`src/rtl/alarm_pkg.sv`:
```
// Shared types and helpers for the alarm bank: FSM mode encoding and channel-select width.
package alarm_pkg;

  typedef enum logic [2:0] {
    StIdle   = 3'd0,
    StEdit   = 3'd1,
    StRing   = 3'd2,
    StSnooze = 3'd3
  } alarm_mode_e;

  // Width of a channel index; never narrower than one bit.
  function automatic int unsigned ch_width(input int unsigned n);
    return (n <= 32'd1) ? 32'd1 : 32'($clog2(n));
  endfunction

endpackage

```
`src/rtl/edge_det.sv`:
```
// Registers a button level and emits a one-cycle pulse on its rising edge.
module edge_det (
  input  logic clk_i,
  input  logic rst_i,
  input  logic level_i,
  output logic pulse_o
);

  logic level_q;
  logic prev_q;

  always_ff @(posedge clk_i) begin
    if (rst_i) begin
      level_q <= 1'b0;
      prev_q  <= 1'b0;
    end else begin
      level_q <= level_i;
      prev_q  <= level_q;
    end
  end

  assign pulse_o = level_q & ~prev_q;

endmodule

```
`src/rtl/alarm_bank.sv`:
```
// Multi-channel alarm clock: per-channel hour/minute/armed storage, edit flow,
// ring with snooze, all driven from a 1 Hz tick and three buttons.
module alarm_bank
  import alarm_pkg::*;
#(
  parameter int unsigned NUM_ALARMS  = 4,
  parameter int unsigned TIME_W      = 11,
  parameter int unsigned RING_SECS   = 60,
  parameter int unsigned SNOOZE_SECS = 300,
  parameter int unsigned SNOOZE_MAX  = 3,
  localparam int unsigned CH_W       = ch_width(NUM_ALARMS)
) (
  input  logic                  newclk,
  input  logic                  rst,
  input  logic                  tick_1hz,
  input  logic [TIME_W-1:0]     hour,
  input  logic [TIME_W-1:0]     minute,
  input  logic [TIME_W-1:0]     second,
  input  logic                  middle,
  input  logic                  dismiss,
  input  logic                  arm_toggle,
  input  logic [CH_W-1:0]       sel,
  output logic [2:0]            alarm_mode,
  output logic                  do_ring,     // ring drive ('do' is a reserved word)
  output logic [CH_W-1:0]       ring_ch,
  output logic [NUM_ALARMS-1:0] armed
);

  localparam int unsigned MaxSecs = (RING_SECS > SNOOZE_SECS) ? RING_SECS : SNOOZE_SECS;
  localparam int unsigned CntW    = $clog2(MaxSecs + 1);
  localparam int unsigned SnzW    = (SNOOZE_MAX > 0) ? $clog2(SNOOZE_MAX + 1) : 1;

  logic mid_ev, dis_ev, arm_ev;

  edge_det u_mid_det (.clk_i(newclk), .rst_i(rst), .level_i(middle),     .pulse_o(mid_ev));
  edge_det u_dis_det (.clk_i(newclk), .rst_i(rst), .level_i(dismiss),    .pulse_o(dis_ev));
  edge_det u_arm_det (.clk_i(newclk), .rst_i(rst), .level_i(arm_toggle), .pulse_o(arm_ev));

  alarm_mode_e           state_q;
  logic                  do_q;
  logic [CH_W-1:0]       ring_ch_q;
  logic [CH_W-1:0]       edit_ch_q;
  logic [NUM_ALARMS-1:0] armed_q;
  logic [CntW-1:0]       cnt_q;
  logic [SnzW-1:0]       snz_q;
  logic [TIME_W-1:0]     shadow_hour_q;
  logic [TIME_W-1:0]     shadow_min_q;
  logic [TIME_W-1:0]     alm_hour_q [NUM_ALARMS];
  logic [TIME_W-1:0]     alm_min_q  [NUM_ALARMS];

  logic            hit;
  logic [CH_W-1:0] hit_ch;
  logic            sel_ok;
  logic            edit_ok;

  // Scan downwards so the lowest matching channel is the one left standing.
  always_comb begin
    hit    = 1'b0;
    hit_ch = '0;
    for (int i = int'(NUM_ALARMS) - 1; i >= 0; i--) begin
      if (armed_q[i] && alm_hour_q[i] == hour && alm_min_q[i] == minute) begin
        hit    = 1'b1;
        hit_ch = CH_W'(i);
      end
    end
  end

  assign sel_ok  = 32'(sel) < NUM_ALARMS;
  assign edit_ok = 32'(edit_ch_q) < NUM_ALARMS;

  always_ff @(posedge newclk) begin
    if (rst) begin
      state_q       <= StIdle;
      do_q          <= 1'b0;
      ring_ch_q     <= '0;
      edit_ch_q     <= '0;
      armed_q       <= '0;
      cnt_q         <= '0;
      snz_q         <= '0;
      shadow_hour_q <= '0;
      shadow_min_q  <= '0;
      for (int i = 0; i < int'(NUM_ALARMS); i++) begin
        alm_hour_q[i] <= '0;
        alm_min_q[i]  <= '0;
      end
    end else begin
      if (state_q == StEdit) begin
        shadow_hour_q <= hour;
        shadow_min_q  <= minute;
      end
      unique case (state_q)
        StIdle: begin
          if (mid_ev) begin
            state_q   <= StEdit;
            edit_ch_q <= sel;
          end else if (tick_1hz && second == '0 && hit) begin
            state_q   <= StRing;
            do_q      <= 1'b1;
            ring_ch_q <= hit_ch;
            cnt_q     <= '0;
            snz_q     <= '0;
          end
          if (arm_ev && sel_ok) armed_q[sel] <= ~armed_q[sel];
        end
        StEdit: begin
          if (dis_ev) begin
            state_q <= StIdle;
          end else if (mid_ev) begin
            state_q <= StIdle;
            if (edit_ok) begin
              alm_hour_q[edit_ch_q] <= shadow_hour_q;
              alm_min_q[edit_ch_q]  <= shadow_min_q;
              armed_q[edit_ch_q]    <= 1'b1;
            end
          end
        end
        StRing: begin
          if (dis_ev) begin
            state_q <= StIdle;
            do_q    <= 1'b0;
          end else if (mid_ev) begin
            do_q  <= 1'b0;
            cnt_q <= '0;
            if (32'(snz_q) < SNOOZE_MAX) begin
              state_q <= StSnooze;
              snz_q   <= snz_q + SnzW'(1);
            end else begin
              state_q <= StIdle;
            end
          end else if (tick_1hz) begin
            if (32'(cnt_q) + 32'd1 >= RING_SECS) begin
              state_q <= StIdle;
              do_q    <= 1'b0;
            end else begin
              cnt_q <= cnt_q + CntW'(1);
            end
          end
        end
        StSnooze: begin
          if (dis_ev) begin
            state_q <= StIdle;
          end else if (tick_1hz) begin
            if (32'(cnt_q) + 32'd1 >= SNOOZE_SECS) begin
              state_q <= StRing;
              do_q    <= 1'b1;
              cnt_q   <= '0;
            end else begin
              cnt_q <= cnt_q + CntW'(1);
            end
          end
        end
        default: begin
          state_q <= StIdle;
          do_q    <= 1'b0;
        end
      endcase
    end
  end

  assign alarm_mode = state_q;
  assign do_ring    = do_q;
  assign ring_ch    = ring_ch_q;
  assign armed      = armed_q;

endmodule

```
`config.mk`:
```
export PLATFORM = sky130hd
export DESIGN_NAME = alarm_bank
export DESIGN_NICKNAME = d
export VERILOG_FILES = /design/src/rtl/alarm_pkg.sv /design/src/rtl/edge_det.sv /design/src/rtl/alarm_bank.sv
export SDC_FILE = /design/constraint.sdc
export NUM_CORES = 1
export LEC_CHECK = 0
export ABC_CLOCK_PERIOD_IN_PS = 5000
export CAP_MARGIN = 20
export CORE_MARGIN = 2
export CORE_UTILIZATION = 45
export DETAILED_ROUTE_END_ITERATION = 10
export HOLD_SLACK_MARGIN = 0.15
export MAX_ROUTING_LAYER = met4
export SLEW_MARGIN = 25
export SYNTH_ARGS = -nofsm -noshare
export SYNTH_HDL_FRONTEND = slang
export SYNTH_HIERARCHICAL = 1
export SYNTH_SLANG_ARGS = --single-unit
```
`constraint.sdc`:
```
create_clock -name newclk -period 5 [get_ports newclk]
set_input_delay 0.75 -clock newclk [delete_from_list [all_inputs] [get_ports newclk]]
set_output_delay 0.75 -clock newclk [all_outputs]
set_load 0.01 [all_outputs]
```
# Word-level counts from Yosys, hierarchy flattened
# Memory sizes are Yosys's and may differ from the RTL's.
# Cells that the tools add are included.
# Widths: inputs -> output; s select.
dict set report totals {
  ff_bits 51
  latchBits 0
  mem_bits_rw 88
  romBits 0
  input_bits 41
  out_inout_bits 10
  memories 2
}
dict set report op_classes {
  n_addsub 3
  n_mul 0
  div 0
  n_lt_le_gt_ge 7
  eq_ne 30
  shifts 0
  muxes 71
  n_bitwise 10
  reduce_logical 26
}
# name depth word_bits rd rd_clocked_by_memory_dff write_ports line
set mem_list {}
lappend mem_list {alm_hour_q 4 11 4 0 4 alarm_bank.sv:48} ;# logic [TIME_W-1:0] alm_hour_q [NUM_ALARMS];
lappend mem_list {alm_min_q 4 11 4 0 4 alarm_bank.sv:49} ;# logic [TIME_W-1:0] alm_min_q [NUM_ALARMS];
# operator n
set op_table {}
lappend op_table {{$eq 11x11->1} 8}
lappend op_table {{$mux 9} 9}
lappend op_table {{$mux 3} 11}
lappend op_table {{$ge 32x6->1 const B} 1}
lappend op_table {{$pmux 9 s3} 1}
lappend op_table {{$mux 1} 25}
lappend op_table {{$mux 2} 12}
lappend op_table {{$mux 11} 2}
lappend op_table {{$ne 2x2->1 const B} 11}
lappend op_table {{$reduce_or 11->1} 2}
lappend op_table {{$ne 3x3->1 const B} 6}
lappend op_table {{$reduce_and 8->1} 2}
lappend op_table {{$logic_and 1x1->1} 12}
lappend op_table {{$mux 4} 3}
lappend op_table {{$pmux 3 s4} 1}
lappend op_table {{$reduce_and 6->1} 2}
lappend op_table {{$logic_not 11->1} 1}
lappend op_table {{$add 9x1->10 const B} 1}
lappend op_table {{$ge 10x9->1 const B} 1}
lappend op_table {{$add 9x1->9 const B} 1}
lappend op_table {{$ne 4x4->1 const B} 2}
lappend op_table {{$pmux 4 s2} 1}
lappend op_table {{$eq 3x2->1 const B} 2}
lappend op_table {{$lt 2x3->1 const B} 2}
lappend op_table {{18 further kinds} 28}

# Depth between registers and ports, before layout
# An unclocked memory read counts as a cell.
dict set report logic_depth {
  depth_word 12
  ltp_mapped 10
}

# Hierarchy
# The synthesis kept the hierarchy.
# module instances cells_each area_each_um2 seq_area_each_um2
set by_module_without_submodules {}
lappend by_module_without_submodules {alarm_bank 1 646 6645.1 3523.4}
lappend by_module_without_submodules {edge_det 3 5 61.3 40.0}

# Worst setup path before layout
# No wires, ideal clock.
dict set report synth_path {
  path_kind {reg2reg}
  startpoint {register state_q[0] (netlist: alarm_mode[0])}
  endpoint {memory alm_hour_q[1][0], enable pin}
  setup_ns 0.432
  arrival_time_ns 2.626
  required_time_ns 4.568
  path_slack_ns 1.942
  stages_incl_launch_ff 5
  n_path_buf 1
  period_less_slack_ns 3.058
  cell_sequence {dfxtp_1 > ha_1 > clkbuf_1 > nand3b_1 > o21ai_0}
}
# element line
set synth_rtl {}
lappend synth_rtl {{start, declared} alarm_bank.sv:39} ;# alarm_mode_e state_q;
lappend synth_rtl {{start signal, assigned} alarm_bank.sv:73} ;# state_q <= StIdle;
lappend synth_rtl {{start signal, assigned} alarm_bank.sv:94} ;# state_q <= StEdit;
lappend synth_rtl {{start signal, assigned} alarm_bank.sv:97} ;# state_q <= StRing;
lappend synth_rtl {{end, declared} alarm_bank.sv:48}

# Worst setup path in the final report
dict set report layout_path {
  startpoint {input hour[10]}
  endpoint {register state_q[1] (netlist: alarm_mode[1])}
}
dict set report layout_via {
  elab_chain_len 10
  elab_cells_between_ends 19
  classes_between {5 x eq/ne; 4 x mux; 10 x reduce/logical}
}
# element line
set layout_rtl {}
lappend layout_rtl {{start, declared} alarm_bank.sv:16} ;# input logic [TIME_W-1:0] hour,
lappend layout_rtl {{$eq 11x11->1} alarm_bank.sv:61} ;# if (armed_q[i] && alm_hour_q[i] == hour && alm_min_q[i] == minute) begin
lappend layout_rtl {{$logic_and 1x1->1 (2 in a row)} alarm_bank.sv:61}
lappend layout_rtl {{$mux 1 (3 in a row)} alarm_bank.sv:61}
lappend layout_rtl {{$mux 1 (*)} alarm_bank.sv:61}
lappend layout_rtl {{$logic_and 1x1->1 (*)} alarm_bank.sv:96} ;# end else if (tick_1hz && second == '0 && hit) begin
lappend layout_rtl {{$ne 3x3->1 (no source line) (*)} --}
lappend layout_rtl {{$reduce_and 6->1 (no source line) (*)} --}
lappend layout_rtl {{end signal, assigned} alarm_bank.sv:94}
lappend layout_rtl {{end signal, assigned} alarm_bank.sv:97}
lappend layout_rtl {{end signal, assigned} alarm_bank.sv:107} ;# state_q <= StIdle;
# Every way passes the cells marked *; elsewhere a longest branch is shown, timed or not.
# A chain may end at the register's enable or synchronous reset.

==> results.cfg <==
[floorplanning]
die_h_um = 127
initial_core_util_pct = 45.4
dieArea_um2 = 16200
io_pins = 51
core-area_um2 = 15000
num_rows = 45
die_x_um = 127

[route]
first_iter_violations = 401
route.met3.wl_um = 711
routed_wl_mm = 16.5
drtAntennaViolNets = 0
routed-wl-met2_mm = 8.20
vias = 4855
top_layer_used = met4
wl_per_cell_um = 18.6
drt_pre_antenna_iters = 6
drc = 0
wl_met1_mm = 7.25
viasPerCell = 5.48

[clock_network]
clk_latency_ns = 0.41
ctsResizeCount = 0
cts_tree = done
clk_path_buf_depth = 2
h-tree-depth = 4
cts_hold_buf = 0
cts_buffers = 17
clk_pin_slew_ns = 0.06
cts_sinks = 138
ctsRootBufferMaster = clkbuf_16
post_cts_buffers = 0

[timing]
fin_setup_tns_ns = 0
fmaxAchievable_ghz = 0.316
setup_slack_ns = 1.84
hold_viol_final = 0
tightest_slew_ns = 0.776
setup_viol = 0
min_period_ns = 3.16
rsz0062_at_grt = no
fin_worst_skew_ns = 0.00790
relSlewSlack_pct = 48.2
fin_crit_sh_pct = 63.3
finalMaxSlewViolations = 0

[grt]
antenna_found_initial = 0
grt_max_degree = 42
grt_pass1_wl_mm = 26.2
grt_pass1_vias = 4870
overflow = 0
grtUsageTotal_pct = 21.9

[power]
pwr-share-comb_pct = 8.3
cellPowerDensity_nw_per_um2 = 331
power_frac_seq_pct = 47.6
clkPwrFrac_pct = 44.1
swShare_pct = 22.8
switchingPower_mw = 0.602
p_leak_nw = 2.87
vdd_ir_drop_max_mv = 0.256
power.internal_mw = 2.04

[worst_setup_path]
path_max_fanout = 13
worst_path_largest_cell_delay_ns = 0.56
path_class = primary input to flip-flop
cp_top_family = simple AND/OR/NAND/NOR gates
path_cells = clkdlybuf4s50_1 > xnor2_1 > nand4_1 > nor4_1 > nand3_1 > and4_1 > a311oi_2 > mux2i_1
required_ns = 5.34
rrSetupSlack_ns = 2.26
cp-end-kind = flip-flop
startpoint_type = primary input
cp_num_buf_inv = 1
cp_slowest_cell = clkdlybuf4s50_1
arrival_ns = 3.50

[layout]
seq_area_um2 = 3640
n_antenna_cell = 0
nets = 734
multiInputGateArea_um2 = 2870
area_delta_synth_final_pct = 16.7
nFillCells = 1345
drive_gt1_share_pct = 8.17
design_area_um2 = 7970
instances_no_fill = 886

[place]
dp_hpwl_mm = 11.1
place_area_um2 = 7420
dp.cells = 855
io_buffer_count = 49
gp_congestion = 0.834
place_ws_ns = 1.49

[synthesis]
synthCells = 661
yosysSeqAreaShare_pct = 53.4
syn_nets = 709
postSynthAreaPerCell_um2 = 10.3
synth-seq-cells = 138
yosys_warnings = 6
synthArstFlopShare_pct = 0
netlist_area_um2 = 6830
synth_edf_count = 88
synth_top_flop_cell = edfxtp_1
synth.distinct_cells = 60

[min_path]
hold_class = flip-flop to flip-flop

[status]
status = finished, final reports clean

[run]
maxCapViolCount = 0
-- power by group through the flow --
stage               combinational, mW  sequential, mW  clock [mW]
global placement                0.219            1.28           0
detailed placement              0.221            1.28           0
CTS                             0.222            1.26        1.18
floorplan                       0.135            1.28           0
global route                    0.238            1.26        1.23
finish                          0.220            1.26        1.16
-- cells in the final DEF (no fill, tap or decap), types with 3 or more instances in the layout --
cell type        instances
a21oi_1                 16
a31oi_1                  4
and2_1                   3
and3_1                   6
buf_4                    8
clkbuf_1                 5
clkbuf_16               17
clkdlybuf4s50_1         48
clkinvlp_4               3
dfxtp_1                 50
edfxtp_1                88
ha_1                     6
inv_1                   34
mux2i_1                 25
nand2_1                 41
nand2b_1                 5
nand3_1                 17
nand4_1                 17
nor2_1                  96
nor2b_1                 10
nor2b_2                  3
nor3_1                   5
nor4_1                  14
o2111ai_1                8
o21ai_0                 24
o21ai_2                  5
o221a_2                  4
o41ai_1                  7
or3_1                    3
xnor2_1                 56
xor2_1                  32
-- cell type report --
class,count,share of cell area (%)
sequential,138,45.7
multi-input combinational,438,36.1
timing repair buffer,57,6.85
clock buffer,24,5.92
tap,188,2.95
inverter,34,1.60
clock inverter,7,0.895
-- cell families (layout without fill, tap and decap cells) --
logic type | Yosys count | count (layout) | share of synthesized area, %
fa+ha+maj | 7 | 7 | 1.28
mux | 27 | 27 | 3.99
compound gates | 84 | 84 | 8.89
buf+inv | 85 | 122 | 4.97
xor+xnor | 88 | 88 | 11.3
other cells | 1 | 1 | 0.0549
simple gates | 231 | 231 | 16.2
flops | 138 | 138 | 53.4
-- synthesized netlist by cell type (17+ instances only) --
cell type | instances | area share [%]
edfxtp_1 | 88 | 39
inv_1 | 34 | 1.9
o21ai_0 | 28 | 2.1
clkbuf_1 | 38 | 2.1
nand3_1 | 17 | 1.2
xnor2_1 | 56 | 7.2
xor2_1 | 32 | 4.1
dfxtp_1 | 50 | 15
nor2_1 | 96 | 5.3
nand4_1 | 17 | 1.6
mux2i_1 | 25 | 3.7
nand2_1 | 41 | 2.3
-- state kept, by name (all words and copies together), names as in the netlist, 4 cells and up --
signal         count
shadow_min_q      11
shadow_hour_q     11
alm_min_q         44
alm_hour_q        44
cnt_q              9
armed              4
-- worst paths after layout --
kind | endpoint | cells after the start | startpoint
min | u_dis_det/prev_q$_SDFF_PP0_ | 1 | u_dis_det/level_q$_SDFF_PP0_
max | alarm_mode[1]$_SDFFE_PP0P_ | 8 | hour[10]
max reg2reg | cnt_q[3]$_SDFFE_PP0P_ | 7 | cnt_q[0]$_SDFFE_PP0P_
min reg2reg | u_dis_det/prev_q$_SDFF_PP0_ | 1 | u_dis_det/level_q$_SDFF_PP0_
-- layer usage --
| layer | GRT usage [%] | vias to the layer above |
|---|---|---|
| met5 | - | - |
| met4 | 6.98 | 0 |
| met3 | 4.69 | 23 |
| met2 | 37.6 | 130 |
| met1 | 25.9 | 2358 |
| li1 | - | 2344 |
-- through the flow --
stage               util, %  total power [mW]  hold slack, ns
global placement       49.3              1.50           0.449
detailed placement     49.3              1.50           0.447
CTS                    52.9              2.66           0.465
finish                 53.0              2.64           0.464
global route           53.0              2.73           0.478
floorplan                 -              1.42           0.429
(Power assumes the default switching activity.)
